<file path="src/rtl/button_debouncer.sv">
`timescale 1ns/1ps
// -----------------------------------------------------------------------------
// button_debouncer
//
// Turns a raw, bouncing, asynchronous push-button into a clean debounced level
// and single-cycle press / release / long-press strobes. The button is
// synchronised on clk. It is only sampled on rising edges of the slow
// sample_tick square wave. A new level is accepted once STABLE_TICKS
// consecutive samples agree.
//
// Ports:
//   clk           in   system clock, rising edge
//   reset         in   synchronous, active-high reset (highest priority)
//   sample_tick   in   slow square wave from the divider, same clock domain;
//                      only its rising edge is used
//   btn_raw       in   asynchronous raw button
//   btn_level     out  debounced, normalised level (1 = pressed)
//   press_pulse   out  one-clk strobe on an accepted press
//   release_pulse out  one-clk strobe on an accepted release
//   long_press    out  one-clk strobe once the button has been held
//                      HOLD_TICKS ticks
//
// Optional feature (macro BUTTON_AUTOREPEAT_EN):
//   When the macro is defined, press_pulse re-fires every REPEAT_TICKS ticks
//   while the button stays held after long_press. When it is undefined, no
//   repeat logic exists and each accepted press gives exactly one press_pulse.
// -----------------------------------------------------------------------------
module button_debouncer #(
  parameter int SYNC_STAGES  = 2,
  parameter int STABLE_TICKS = 4,
  parameter int HOLD_TICKS   = 4096,
  parameter int ACTIVE_LOW   = 0,
  parameter int REPEAT_TICKS = 1024
) (
  input  logic clk,
  input  logic reset,
  input  logic sample_tick,
  input  logic btn_raw,
  output logic btn_level,
  output logic press_pulse,
  output logic release_pulse,
  output logic long_press
);

  localparam int               CNT_W       = $clog2(STABLE_TICKS + 1);
  localparam logic [CNT_W-1:0] STABLE_LAST = CNT_W'(STABLE_TICKS);
  localparam logic [15:0]      HOLD_LAST   = 16'(HOLD_TICKS);
  localparam logic             IDLE_LEVEL  = (ACTIVE_LOW != 0);

  // Parameter sanity checks, resolved at elaboration.
  if (SYNC_STAGES < 2) begin : g_bad_sync_stages
    $error("SYNC_STAGES must be at least 2");
  end
  if (STABLE_TICKS < 1 || STABLE_TICKS > 255) begin : g_bad_stable_ticks
    $error("STABLE_TICKS must be in 1..255");
  end
  if (HOLD_TICKS <= STABLE_TICKS || HOLD_TICKS > 65535) begin : g_bad_hold_ticks
    $error("HOLD_TICKS must exceed STABLE_TICKS and fit in 16 bits");
  end
  if (REPEAT_TICKS < 1 || REPEAT_TICKS > 65535) begin : g_bad_repeat_ticks
    $error("REPEAT_TICKS must be in 1..65535");
  end

  typedef enum logic [1:0] {
    ST_RELEASED,
    ST_PRESS_PEND,
    ST_HELD,
    ST_RELEASE_PEND
  } state_t;

  // ---------------------------------------------------------------------------
  // Synchroniser and tick edge detect
  // ---------------------------------------------------------------------------
  logic [SYNC_STAGES-1:0] sync_q;
  logic                   tick_d;
  logic                   tick;
  logic                   btn_s;

  // The chain is preloaded with the idle level. This way, leaving reset
  // never looks like a press, whichever polarity the button uses.
  // NOTE: clocked state is always written with <= so that every flop samples
  // the pre-edge values of its neighbours; this is what makes the chain shift.
  always_ff @(posedge clk) begin
    if (reset) begin
      sync_q <= {SYNC_STAGES{IDLE_LEVEL}};
      tick_d <= 1'b0;
    end else begin
      sync_q <= {sync_q[SYNC_STAGES-2:0], btn_raw};
      tick_d <= sample_tick;
    end
  end

  assign tick  = sample_tick & ~tick_d;
  assign btn_s = sync_q[SYNC_STAGES-1] ^ IDLE_LEVEL;

  // ---------------------------------------------------------------------------
  // Debounce state machine
  // ---------------------------------------------------------------------------
  state_t           state_q, state_d;
  logic [CNT_W-1:0] cnt_q, cnt_d, cnt_inc;
  logic [15:0]      hold_q, hold_d;
  logic             press_d, release_d, long_d, level_d;

  assign cnt_inc = cnt_q + CNT_W'(1);

`ifdef BUTTON_AUTOREPEAT_EN
  localparam logic [15:0] REPEAT_LAST = 16'(REPEAT_TICKS);
  logic [15:0] rep_q, rep_d;
`endif

  always_comb begin
    // NOTE: every output of this block is given a default before any branch,
    // so no path leaves a value unassigned and no latch is inferred.
    state_d   = state_q;
    cnt_d     = cnt_q;
    hold_d    = hold_q;
    press_d   = 1'b0;
    release_d = 1'b0;
    long_d    = 1'b0;
`ifdef BUTTON_AUTOREPEAT_EN
    rep_d     = rep_q;
`endif

    if (tick) begin
      case (state_q)
        ST_RELEASED: begin
          if (btn_s) begin
            if (STABLE_TICKS == 1) begin
              state_d = ST_HELD;
              cnt_d   = '0;
              hold_d  = '0;
              press_d = 1'b1;
            end else begin
              state_d = ST_PRESS_PEND;
              cnt_d   = CNT_W'(1);
            end
          end
        end

        ST_PRESS_PEND: begin
          if (!btn_s) begin
            state_d = ST_RELEASED;
            cnt_d   = '0;
          end else if (cnt_inc == STABLE_LAST) begin
            state_d = ST_HELD;
            cnt_d   = '0;
            hold_d  = '0;
            press_d = 1'b1;
          end else begin
            cnt_d = cnt_inc;
          end
        end

        ST_HELD: begin
          if (!btn_s) begin
            if (STABLE_TICKS == 1) begin
              state_d   = ST_RELEASED;
              cnt_d     = '0;
              hold_d    = '0;
              release_d = 1'b1;
            end else begin
              state_d = ST_RELEASE_PEND;
              cnt_d   = CNT_W'(1);
            end
          end else if (hold_q != HOLD_LAST) begin
            // hold_cnt is cleared on the entry tick and only counts on later
            // ticks. So long_press can never share a clk with the press strobe.
            hold_d = hold_q + 16'd1;
            long_d = ((hold_q + 16'd1) == HOLD_LAST);
          end
`ifdef BUTTON_AUTOREPEAT_EN
          else begin
            // Saturated hold counter means long_press has already fired.
            if ((rep_q + 16'd1) == REPEAT_LAST) begin
              rep_d   = '0;
              press_d = 1'b1;
            end else begin
              rep_d = rep_q + 16'd1;
            end
          end
`endif
        end

        ST_RELEASE_PEND: begin
          // A high sample here is release bounce. Resume HELD with hold_cnt
          // intact, and do not issue another press strobe.
          if (btn_s) begin
            state_d = ST_HELD;
            cnt_d   = '0;
          end else if (cnt_inc == STABLE_LAST) begin
            state_d   = ST_RELEASED;
            cnt_d     = '0;
            hold_d    = '0;
            release_d = 1'b1;
          end else begin
            cnt_d = cnt_inc;
          end
        end

        default: begin
          state_d = ST_RELEASED;
          cnt_d   = '0;
          hold_d  = '0;
        end
      endcase
    end

`ifdef BUTTON_AUTOREPEAT_EN
    if (state_d == ST_RELEASED) begin
      rep_d = '0;
    end
`endif

    level_d = (state_d == ST_HELD) || (state_d == ST_RELEASE_PEND);
  end

  always_ff @(posedge clk) begin
    if (reset) begin
      state_q       <= ST_RELEASED;
      cnt_q         <= '0;
      hold_q        <= '0;
      btn_level     <= 1'b0;
      press_pulse   <= 1'b0;
      release_pulse <= 1'b0;
      long_press    <= 1'b0;
    end else begin
      state_q       <= state_d;
      cnt_q         <= cnt_d;
      hold_q        <= hold_d;
      btn_level     <= level_d;
      press_pulse   <= press_d;
      release_pulse <= release_d;
      long_press    <= long_d;
    end
  end

`ifdef BUTTON_AUTOREPEAT_EN
  always_ff @(posedge clk) begin
    if (reset) begin
      rep_q <= '0;
    end else begin
      rep_q <= rep_d;
    end
  end
`endif

endmodule

</file>
<file path="config.mk">
export PLATFORM = sky130hd
export DESIGN_NAME = button_debouncer
export DESIGN_NICKNAME = d
export VERILOG_FILES = /design/src/rtl/button_debouncer.sv
export SDC_FILE = /design/constraint.sdc
export NUM_CORES = 1
export LEC_CHECK = 0
export ABC_AREA = 0
export BUFFER_PORTS_ARGS = -buffer_cell sky130_fd_sc_hd__clkbuf_2
export CORE_MARGIN = 5
export CORE_UTILIZATION = 25
export DETAILED_ROUTE_END_ITERATION = 8
export PLACE_DENSITY = 0.39
export SKIP_CTS_REPAIR_TIMING = 1
export SYNTH_ARGS = -nofsm -noshare
export SYNTH_HDL_FRONTEND = slang
export SYNTH_SLANG_ARGS = --single-unit
</file>
<file path="constraint.sdc">
create_clock -name clk -period 2.15 [get_ports clk]
set_clock_uncertainty 0.1 [all_clocks]
set_input_delay 0.5375 -clock clk [delete_from_list [all_inputs] [get_ports clk]]
set_output_delay 0.5375 -clock clk [all_outputs]
set_load 0.005 [all_outputs]
</file>
### Word-level counts from Yosys, hierarchy flattened

Index checks and enable logic that the tools add are counted.

| word-level totals | value |
|---|---|
| output and inout bits | 4 |
| word-level logic and storage cells | 62 |
| register bits after elaboration | 28 |
| bits of input ports | 4 |

| operators by class | value |
|---|---|
| bitwise operators | 8 |
| mux-type cells | 21 |
| equal/unequal tests | 14 |
| add/sub/neg operators | 2 |
| reductions and logical operators | 8 |

Operators with widths:

| kind | number |
|---|---|
| $mux 16 | 5 |
| $pmux 16 s3 | 1 |
| $add 16x1->16 const B | 1 |
| $eq 16x13->1 const B | 1 |
| $ne 16x13->1 const B | 1 |
| $mux 3 | 5 |
| $mux 2 | 7 |
| $ne 2x2->1 const B | 6 |
| $pmux 3 s4 | 1 |
| $eq 2x2->1 const B | 4 |
| $pmux 2 s4 | 1 |
| $reduce_or 4->1 | 2 |
| $not 1->1 | 7 |
| $reduce_and 6->1 | 1 |
| $reduce_or 5->1 | 1 |
| $add 3x1->3 const B | 1 |
| $eq 3x3->1 const B | 1 |
| $reduce_and 3->1 | 1 |
| $reduce_bool 3->1 | 1 |
| $eq 2x1->1 const B | 1 |
| $logic_not 2->1 | 1 |
| $and 1x1->1 | 1 |
| $logic_or 1x1->1 | 1 |
| $mux 1 | 1 |

### Logic depth before layout (Yosys ltp)

| depth | value |
|---|---|
| word-level depth | 8 |
| gate-level depth with buffers | 9 |
| mapped depth without buffers | 7 |

### Least setup slack after synthesis

Ideal clock, no wire load.

| path | value |
|---|---|
| path type | register to register |
| from | reg hold_q[0] |
| to | reg long_press |
| stages on the path, launching flop included | 8 |
| data required time | 1962 ps |
| library setup time | 88 ps |
| path buffers | 1 |
| arrival | 1778 ps |
| period minus slack after synthesis | 1966 ps |
| path slack | 184 ps |
| path through | dfxtp_1 ha_1 clkbuf_2 nand4_1 nor3_1 xor2_1 or3_1 nor4_2 |

| between the ends | value |
|---|---|
| longest elaborated chain between the ends | 3 |
| elaborated cells between the ends (all ways) | 5 |
| classes of those cells | add/sub (1); eq/ne (2); bitwise (1); reduce/logical (1) |

Ends and longest elaborated chain:

| what | line | source |
|---|---|---|
| start: declaration | 101 | `logic [15:0] hold_q, hold_d;` |
| start signal: assignment | 229 | `hold_q <= hold_d;` |
| branches (longest 3 deep; another with $add 16x1->16) | -- |  |
| end signal: assignment | 233 | `long_press <= long_d;` |
| end: declaration | 42 | `output logic long_press` |

Several ways; the timed one is not identified.
A chain may end at the register's enable or synchronous reset.

### Worst setup path in the final report

Same ends and word-level chain as after synthesis.

==> impl_metrics.py <==
metrics = {
    "cells_and_area": {
        "drive_above_1_share": 0.2594,
        "finalInstanceArea_sq_mm": 0.001973,
        "multi_input_area_sq_um": 991.0,
        "finalNetCount": 222,
        "ff_latch_area_sq_um": 561.8,
        "antenna-diode-count": 0,
        "fillCellCount": 678,
        "areaGrowthSynthToFinish_pct": 23.40,
    },
    "power_and_ir_drop": {
        "irDropWorstVdd_mv": 0.2639,
        "p_int_uw": 787.4,
        "clock_power_share": 0.435,
        "combinational_fraction_of_design_power": 0.037,
        "power.total_uw": 995.4,
        "p_leak_nw": 0.7089,
        "part_of_the_total_power_dissipated_in_sequential_elements": 0.528,
        "power_switching_share": 0.2090,
        "power.density_cell_area_mw_per_mm2": 504.5,
        "netSwitchingPower_uw": 208.0,
    },
    "clock_network": {
        "tritoncts.num_buffers": 3,
        "clk-insertion-delay-late_ns": 0.29,
        "clk_pin_slew_ns": 0.10,
        "htree_num_levels": 1,
        "cts_root_buffer": "sky130_fd_sc_hd__clkbuf_8",
        "ctsLongestPathBuffers": 2,
        "clock-sinks": 28,
        "tritoncts": "done",
    },
    "synthesis": {
        "synth_ff_type": "sky130_fd_sc_hd__dfxtp_1",
        "ys_ff_latch": 28,
        "synthesis.nets": 197,
        "synth_seq_area_share": 0.3505,
        "synth_top_area_frac": 0.3505,
        "yosys_warn_count": 0,
        "synth_cells": 188,
        "postSynth.asyncResetShare": 0,
        "synthesis.area_per_instance_sq_um": 8.506,
        "ys_types": 47,
        "post_synth_main_area_contributors": "sky130_fd_sc_hd__dfxtp_1, sky130_fd_sc_hd__a311oi_1, sky130_fd_sc_hd__a21oi_1, sky130_fd_sc_hd__ha_1, sky130_fd_sc_hd__o21ai_0",
        "synth_enable_flop_cells": 0,
        "synth_area_sq_mm": 0.001599,
        "synthDominantAreaCellType": "sky130_fd_sc_hd__dfxtp_1",
    },
    "place": {
        "placedInstanceArea_sq_mm": 0.001849,
        "gpl.final_weighted_congestion": 0.8436,
        "pre_cts_ws_ns": -0.2088,
        "dp_hpwl_um": 3250,
        "numPortBuffers": 7,
    },
    "detailed_routing": {
        "drtIter0Drc": 80,
        "num_vias": 1514,
        "vias_per_cell": 5.239,
        "drt-total-wl_um": 4355,
        "drt-pass1-iter-count": 4,
        "drt-wirelength-per-cell_um": 15.07,
        "postRouteAntennaNets": 0,
        "drc_violations_left": 0,
    },
    "min_path": {
        "holdCritPathClass": "reg2reg",
        "min_from": "sync_q[0]",
    },
    "grt": {
        "antenna_found_initial": 0,
        "via_count_of_the_first_global_routing_pass": 1522,
        "grt_start_max_net_pins": 17,
        "grt_first_pass_wirelength_um": 7527,
        "overflow": 0,
        "gr-usage-all-layers": 0.1119,
    },
    "sta": {
        "setup_viol": 0,
        "finalHoldViolations": 0,
        "max_slew.worst_pin.slew_ns": 0.4145,
        "min_period_ns": 2.028,
        "fmax_mhz": 493.0,
        "finalCritPeriodShare": 0.9434,
        "maxSlewHeadroom": 0.7215,
        "final_max_slew_viol_count": 0,
        "finalWorstSetupSlack_ns": 0.1216,
    },
    "floorplanning": {
        "fp.dieH_um": 89.98,
        "die-area_sq_mm": 0.008096,
        "floorplan.rows": 29,
        "design.portCount": 8,
        "initial_utilization": 0.2547,
        "core_area_sq_mm": 0.006277,
        "horizontal_die_dimension_um": 89.98,
    },
    "run": {
        "max_cap_violations": 0,
    },
    "critical_path": {
        "critPathCaptureType": "flip-flop",
        "cp_data_arrival_time_ns": 2.14,
        "critical_path.reg2reg.startpoint": "hold_q[0]",
        "startpoint_type": "flip-flop",
        "worstPathRequired_ns": 2.26,
        "criticalPathCategory": "reg2reg",
        "launching_instance_or_port_of_the_critical_path": "hold_q[0]",
        "worst-path-max-fanout": 7,
    },
    "status": {
        "outcome": "finished, final reports clean",
    },
}
-- registers in the layout, indices dropped and copies added, names as in the netlist --
| signal | flops |
|---|---|
| hold_q | 16 |
| cnt_q | 3 |
| state_q | 2 |
| sync_q | 2 |
| btn_level | 1 |
| long_press | 1 |
| press_pulse | 1 |
| release_pulse | 1 |
| tick_d | 1 |
-- metrics by stage --
stage	TNS [ns]	utilization	cells	hold WS, ns
final	0	0.3143	289	0.3519
after global routing	-0.005765	0.3143	289	0.3737
after CTS	-2.749	0.3060	289	0.3593
after detailed placement	-2.351	0.2946	285	0.3335
after global placement	-1.445	0.2946	285	0.3275
after floorplan	0	-	188	0.3138
-- cells in the mapped netlist, drive strengths merged (2+ instances only) --
library cell,count
nand2,13
nand3,4
a311oi,10
nor4,6
nor4b,2
xor2,4
nor2b,6
nand2b,8
clkbuf,5
and3,4
nor4bb,2
mux2i,2
dfxtp,28
xnor2,3
a31oi,5
inv,4
nor3,7
buf,9
nand4,7
or3,2
a21oi,15
ha,5
o21ai,11
nor2,11
-- critical path, cell delays in order, from the launching register on --
cell,delay [ns]
sky130_fd_sc_hd__dfxtp_1,0.33
sky130_fd_sc_hd__buf_4,0.16
sky130_fd_sc_hd__ha_1,0.21
sky130_fd_sc_hd__buf_4,0.17
sky130_fd_sc_hd__a211o_1,0.28
sky130_fd_sc_hd__o21ai_0,0.07
sky130_fd_sc_hd__and3_2,0.20
sky130_fd_sc_hd__o2111ai_1,0.15
sky130_fd_sc_hd__nor4_2,0.27
-- per-layer routing --
metal	GRT usage	part of all wire	vias up
met5	0	0	-
met4	0.03722	0.011	0
met1	0.1457	0.47	738
met3	0.02254	0.037	4
met2	0.1841	0.48	22
li1	-	-	750
-- power by group through the flow --
stage / Sequential (mW) / Clock, mW / Combinational, mW
6_report: 0.525 / 0.433 / 0.0368
5_1_grt: 0.526 / 0.470 / 0.0412
4_1_cts: 0.525 / 0.451 / 0.0364
3_5_place_dp: 0.537 / 0 / 0.0363
3_3_place_gp: 0.537 / 0 / 0.0358
2_1_floorplan: 0.536 / 0 / 0.0184
-- path summary, 6_finish.rpt --
check	to	slack (ns)	cells past startpoint
max reg2reg	long_press	0.12	8
min reg2reg	sync_q[1]	0.35	1
max	long_press	0.12	8
min	sync_q[1]	0.35	1
-- layout make-up --
type | count | share of cell area
clock buffer | 3 | 0.02093
clock inverter | 1 | 0.01522
inverter | 4 | 0.007609
multi-input combinational | 142 | 0.5022
sequential | 28 | 0.2847
tap | 77 | 0.04883
timing repair buffer | 34 | 0.1205
-- cells by family after synthesis --
| kind of cell | synth area share |
|---|---|
| AO/OA/AOI/OAI | 0.2019 |
| XOR/XNOR | 0.03834 |
| adder cells (fa/ha/maj) | 0.03912 |
| buffers and inverters | 0.06181 |
| flip-flops | 0.3505 |
| multiplexers | 0.01956 |
| AND/OR/NAND/NOR | 0.2887 |
-- cell usage in the layout (no fill, tap or decap), types with 5 or more instances in the layout --
| master | synthesis | layout |
|---|---|---|
| sky130_fd_sc_hd__a311oi_1 | 10 | 10 |
| sky130_fd_sc_hd__clkbuf_2 | 1 | 7 |
| sky130_fd_sc_hd__a21oi_1 | 15 | 15 |
| sky130_fd_sc_hd__ha_1 | 5 | 5 |
| sky130_fd_sc_hd__nand2b_1 | 8 | 8 |
| sky130_fd_sc_hd__buf_4 | 1 | 27 |
| sky130_fd_sc_hd__nor2b_1 | 6 | 6 |
| sky130_fd_sc_hd__nor3_1 | 7 | 6 |
| sky130_fd_sc_hd__dfxtp_1 | 28 | 27 |
| sky130_fd_sc_hd__nand4_1 | 7 | 7 |
| sky130_fd_sc_hd__nor2_1 | 11 | 9 |
| sky130_fd_sc_hd__nand2_1 | 13 | 12 |
| sky130_fd_sc_hd__a31oi_1 | 5 | 5 |
| sky130_fd_sc_hd__o21ai_0 | 11 | 11 |
Power figures use the tool's default switching activity.
